**src/rtl/fpga_clock_reset_seq.sv**
```systemverilog
`timescale 1ns/1ps
// fpga_clock_reset_seq: reset sequencer for a BUFGCE-gated clock domain; optional checkers via FPGA_CLOCK_RESET_SEQ_CHECK_EN
module fpga_clock_reset_seq #(
    parameter int HOLD_MARGIN  = 4,
    parameter int SETUP_MARGIN = 4,
    parameter int CE_MARGIN    = 4,
    parameter int SYNC_STAGES  = 2
) (
    input  logic clk_in,
    input  logic rst_in,
    output logic rst_nxt,
    output logic clk_en,
    output logic rst_out
);
    localparam int GATE_CYC = CE_MARGIN + HOLD_MARGIN;
    localparam int REL_CYC  = SETUP_MARGIN + CE_MARGIN;
    localparam int CW       = $clog2((GATE_CYC > REL_CYC ? GATE_CYC : REL_CYC) + 1);
    localparam logic [CW-1:0] GATE_LOAD = CW'(GATE_CYC - 1);
    localparam logic [CW-1:0] REL_LOAD  = CW'(REL_CYC - 1);

    // HELD is the all-zero encoding so the FPGA configuration value (all registers 0)
    // is the required power-up state together with rst_out=0, clk_en=0, counter 0.
    typedef enum logic [1:0] {HELD = 2'd0, RELEASE = 2'd1, RUN = 2'd2, GATE = 2'd3} state_t;

    logic [SYNC_STAGES-1:0] sync;
    logic                   rst_sync;
    state_t                 state, state_nxt;
    logic [CW-1:0]          cnt, cnt_nxt;
    logic                   clk_en_nxt;

    assign rst_sync = sync[SYNC_STAGES-1];

    // Reset request synchronizer: cleared asynchronously, released through SYNC_STAGES flops
    always_ff @(posedge clk_in or negedge rst_in) begin
        if (!rst_in) sync <= '0;
        else         sync <= {sync[SYNC_STAGES-2:0], 1'b1};
    end

    // Next-state logic; reset requests take priority over an expiring RELEASE count
    always_comb begin
        state_nxt = state;
        cnt_nxt   = cnt;
        case (state)
            RUN:     if (!rst_sync) begin state_nxt = GATE; cnt_nxt = GATE_LOAD; end
            GATE:    if (cnt == '0) state_nxt = HELD;
                     else cnt_nxt = cnt - 1'b1;
            HELD:    if (rst_sync) begin state_nxt = RELEASE; cnt_nxt = REL_LOAD; end
            RELEASE: if (!rst_sync) begin state_nxt = GATE; cnt_nxt = GATE_LOAD; end
                     else if (cnt == '0) state_nxt = RUN;
                     else cnt_nxt = cnt - 1'b1;
            default: begin state_nxt = GATE; cnt_nxt = GATE_LOAD; end
        endcase
        rst_nxt    = state_nxt != HELD;
        clk_en_nxt = state_nxt == RUN;
    end

    // State, counter and registered outputs; only rst_sync influences them, no async reset
    always_ff @(posedge clk_in) begin
        state   <= state_nxt;
        cnt     <= cnt_nxt;
        rst_out <= rst_nxt;
        clk_en  <= clk_en_nxt;
    end

`ifdef FPGA_CLOCK_RESET_SEQ_CHECK_EN
    int   en_age, rst_age;
    logic en_seen, rst_seen;

    // Margin checkers: cycles since clk_en was last 1 and since rst_out last moved
    always @(posedge clk_in) begin
        if (rst_nxt != rst_out && en_seen && en_age < GATE_CYC)
            $fatal(1, "rst_out edge only %0d cycles after clk_en fall", en_age);
        if (clk_en_nxt && !clk_en && rst_seen && rst_age < REL_CYC)
            $fatal(1, "clk_en rise only %0d cycles after rst_out edge", rst_age);
        en_age   <= clk_en ? 1 : (en_age < 1000 ? en_age + 1 : en_age);
        en_seen  <= en_seen | clk_en;
        rst_age  <= (rst_nxt != rst_out) ? 1 : (rst_age < 1000 ? rst_age + 1 : rst_age);
        rst_seen <= rst_seen | (rst_nxt != rst_out);
    end
`else
`endif
endmodule

```
**config.mk**
```make
export PLATFORM = sky130hd
export DESIGN_NAME = fpga_clock_reset_seq
export DESIGN_NICKNAME = d
export VERILOG_FILES = /design/src/rtl/fpga_clock_reset_seq.sv
export SDC_FILE = /design/constraint.sdc
export NUM_CORES = 1
export LEC_CHECK = 0
export CAP_MARGIN = 20
export CORE_AREA = 2 2 39 41
export CTS_CLUSTER_SIZE = 20
export DETAILED_ROUTE_END_ITERATION = 8
export DIE_AREA = 0 0 41 43
export PLACE_DENSITY = 0.54
export SLEW_MARGIN = 20
export SYNTH_ARGS = -nofsm -noshare
export SYNTH_HDL_FRONTEND = slang
export SYNTH_SLANG_ARGS = --single-unit
```
**constraint.sdc**
```tcl
create_clock -name clk_in -period 1.6 [get_ports clk_in]
set_clock_uncertainty 0.1 [all_clocks]
set_input_delay 0.4 -clock clk_in [delete_from_list [all_inputs] [get_ports clk_in]]
set_output_delay 0.4 -clock clk_in [all_outputs]
set_load 0.01 [all_outputs]
```
Word-level counts from Yosys, hierarchy flattened

Cells that the tools add are included.

$add $sub $neg: 1
Equal/unequal tests: 6
Mux-type cells: 11
Reduce and logical (&&, ||, !) cells: 4

Operator list:

| kind                                                | count |
|---|---|
| two-way mux 4 bit                                   | 4 |
| one-hot mux 4 bit (4 select lines)                  | 1 |
| two-way mux 2 bit                                   | 5 |
| one-hot mux 2 bit (4 select lines)                  | 1 |
| equality test 2 bit, second input constant          | 3 |
| logical NOT 4 bit                                   | 1 |
| != test 2 bit, second input constant                | 2 |
| subtractor 4 x 1 -> 4 bit, second input constant    | 1 |
| equality test 2 x 1 -> 1 bit, second input constant | 1 |
| logical NOT 2 bit                                   | 1 |
| AND reduction 2 bit                                 | 1 |
| nonzero test 2 bit                                  | 1 |

Register bits: 10
Input bits: 2
Output and inout bits: 3

Logic depth before layout (Yosys ltp)

Depth after elaboration: 5
Mapped depth: 5

Least setup slack after synthesis

No wires, ideal clock.

Path kind: flip-flop to output port
From: reg cnt[0]
To: out rst_nxt
Arrival: 1,190 ps
Required time: 1,100 ps
Setup slack: -90 ps
Cell stages (with the launch flop): 6
Buffers on the path: 0
Cell sequence: edfxtp_1 -> inv_1 -> ha_1 -> nor3b_4 -> and3_1 -> nor2_1

Word-level cells in the longest chain between the ends: 5

RTL lines:

| what                                 | line   | source |
|---|---|---|
| start, declared                      | 28     | `logic [CW-1:0] cnt, cnt_nxt;` |
| start signal, assigned               | 60     | `cnt <= cnt_nxt;` |
| logical NOT 4 bit *                  | 45, 49 |  |
| two-way mux 2 bit                    | 49     | `else if (cnt == '0) state_nxt = RUN;` |
| two-way mux 2 bit                    | 48     | `RELEASE: if (!rst_sync) begin state_nxt = GATE; cnt_nxt = GATE_LOAD; end` |
| one-hot mux 2 bit (4 select lines) * | 43     | `case (state)` |
| nonzero test 2 bit *                 | 53     | `rst_nxt = state_nxt != HELD;` |
| end, declared                        | 11     | `output logic rst_nxt,` |

Every way passes the cells marked *; elsewhere a longest branch is shown, timed or not.

Worst setup path after layout

From: reg cnt[1]
To: out rst_nxt

Same word-level chain as after synthesis.

==> flow_summary.json <==
{
  "viasPerCell": 4.50,
  "reg2reg_slack_ns": -0.05,
  "status": "complete, but fails checks",
  "dieArea_sq_um": 1760,
  "synthAdderAreaFrac_pct": 2.79,
  "design.core.area_sq_um": 1380,
  "numCtsBuffers": 3,
  "grt_usage_pct": 11.8,
  "synth_enable_flop_cells": 4,
  "wirelength_um": 828,
  "ys_seq_area_share_pct": 55.7,
  "cts_tree": "yes",
  "p_per_area_nw_per_um2": 1980,
  "worstSetupEndpointType": "output pin",
  "crit_required_ns": 1.10,
  "violations": "setup timing",
  "setup_viol": 2,
  "arrival_ns": 1.48,
  "finalPower_mw": 1.35,
  "nets": 66,
  "netlist_area_sq_um": 449,
  "layout_setup_ws_ns": -0.382,
  "clkLatencyLatePin_ns": 0.27,
  "crit_start": "cnt[1]",
  "finalCriticalPeriod_ns": 1.98,
  "finalSetupTns_ns": -0.430,
  "drtIter0Drc": 3,
  "vias": 351,
  "clock.fmax_ghz": 0.504,
  "synth-seq-cells": 10,
  "rr_endpoint": "cnt[1]",
  "grt_pass1_wl_um": 1310,
  "critPathLaunchType": "flip-flop",
  "synth_commonest_cells": "dfxtp_1 (4), edfxtp_1 (4), nor2_1 (4)",
  "drv_slew": 0,
  "clock_sinks": 10,
  "place_congestion": 0.694,
  "die_y_um": 43,
  "drive_gt1_share_pct": 43.5,
  "holdWs_ns": 0.181,
  "rows": 14,
  "fin_crit_sh_pct": 124,
  "grt_overflow": 0,
  "drv_cap": 0,
  "clk_pin_slew_worst_paths_ns": 0.07,
  "reg2reg_depth": 7,
  "synthArstFlopShare_pct": 20.0,
  "ios": 5,
  "ys.flop_type": "edfxtp_1",
  "first_pass_iters": 4,
  "yosys.area.top_type": "edfxtp_1",
  "final_util_pct": 49.3,
  "drc": 0,
  "critical_path.endpoint": "rst_nxt",
  "rr_startpoint": "cnt[1]",
  "ys_top_cells_by_area": "edfxtp_1 (27%), dfxtp_1 (18%), dfrtp_1 (11%)",
  "routedWlPerCell_um": 10.6,
  "cts_buffer_depth": 2,
  "area_delta_synth_final_pct": 51.8,
  "synth_top_family_by_area": "simple AND/OR/NAND/NOR gates",
  "peakVddDrop_mv": 0.904,
  "min_path_type": "in -> async",
  "avgSynthCellArea_sq_um": 11.2,
  "die_w_um": 41,
  "syn-instance-count": 40,
  "grt_pass1_vias": 342,
  "grt_max_degree": 8,
  "rsz0062_at_grt": "yes",
  "path_class": "reg -> out",
  "muxShareOfSynthArea_pct": 4.74,
  "ys_types": 23,
  "synth-simple-area-share_pct": 27.3,
  "htree_num_levels": 1,
  "place_hpwl_um": 578,
  "ys_warn_count": 0,
  "start_util_pct": 32.5,
  "cellLeakagePower_nw": 0.296,
  "antenna_cells": 0,
  "cts-root-buf": "clkbuf_4",
  "syn_nets": 43,
  "io_buffer_count": 4,
  "ant_nets": 0,
  "crit_fanout": 2,
  "antenna_found_initial": 0,
  "hold_viol": 0,
  "synth_xor_area_share_pct": 1.95,
  "synth_compound_area_share_pct": 5.01,
  "synth_top_area_share_pct": 26.7
}
-- how the worst min path moves through the flow --
stage / start / endpoint / slack [ns] / depth (start not counted)
after floorplan: rst_in / sync[0] / 0.004 / 0
after global placement: sync[0] / sync[1] / 0.24 / 0
after detailed placement: sync[0] / sync[1] / 0.24 / 0
after CTS: rst_in / sync[0] / 0.18 / 1
after global routing: rst_in / sync[1] / 0.17 / 1
final: rst_in / sync[0] / 0.18 / 1
-- per-layer routing --
metal | share of wire (%) | track usage [%] | routed length, um
met1 | 42 | 13.6 | 347
met2 | 51 | 16.3 | 421
met3 | 4.8 | 4.71 | 40
met4 | 2.3 | 10.0 | 19
met5 | 0 | 0 | 0
-- cells in the final DEF, fill, tap and decap left out --
cell type and n:
buf_4 13, dfxtp_1 4, edfxtp_1 4, nand2_1 3, nor2_1 3, clkbuf_4 3, inv_2 2, nor3_1 2
nand3b_1 2, nand2b_1 2, a21boi_0 2, dlygate4sd2_1 2, buf_6 2, dfrtp_1 2, or2_1 1, and2_4 1
nor3b_4 1, xnor2_1 1, and3_4 1, nor3b_1 1, nand3_1 1, mux2i_1 1, nor2b_1 1, a21o_1 1
mux2_4 1, nor2_4 1, ha_4 1, clkbuf_8 1, clkdlybuf4s50_1 1, conb_1 1
-- repair_timing --
action	CTS	global route
hold endpoints to repair	0	0
pin swaps	3	3
hold buffers	0	0
setup buffers	2	3
endpoints found under the setup margin	4	2
gates resized for setup	6	4
-- report_power, final --
| part | switching (mW) | total, mW | internal [mW] |
|---|---|---|---|
| Sequential | 0.0832 | 0.481 | 0.397 |
| Combinational | 0.247 | 0.642 | 0.395 |
| Clock | 0.0920 | 0.231 | 0.139 |
-- area by class of cell --
type	instances	area, sq um
clock buffer	4	36.3
fill	133	702
inverter	2	7.51
multi-input combinational	28	220
sequential	10	250
tap	16	20.0
timing repair buffer	18	148
-- flip-flops by register name, indices dropped and copies added, names as in the netlist --
| signal | count |
|---|---|
| clk_en | 1 |
| cnt | 4 |
| rst_out | 1 |
| state | 2 |
| sync | 2 |
-- cell families after synthesis --
logic type	after synthesis
AND/OR/NAND/NOR	20
flip-flops	10
AO/OA/AOI/OAI	3
multiplexers	2
buffers and inverters	2
adder cells (fa/ha/maj)	1
other	1
XOR/XNOR	1
-- per-stage QoR --
stage / std cells / setup slack, ns / area [sq um]
finish: 78 / -0.382 / 682
global route: 78 / -0.429 / 682
CTS: 75 / -0.370 / 641
detailed placement: 69 / -0.422 / 597
global placement: 69 / -0.428 / 597
floorplan: 40 / -0.0433 / 469
-- critical path, stage by stage (launching register included) --
cell and delay (ns):
edfxtp_1 0.41, inv_2 0.10, ha_4 0.14, nor3b_4 0.19, and3_4 0.23, nor2_4 0.04, buf_6 0.12
Note: power is estimated with default switching activity, not from simulation.
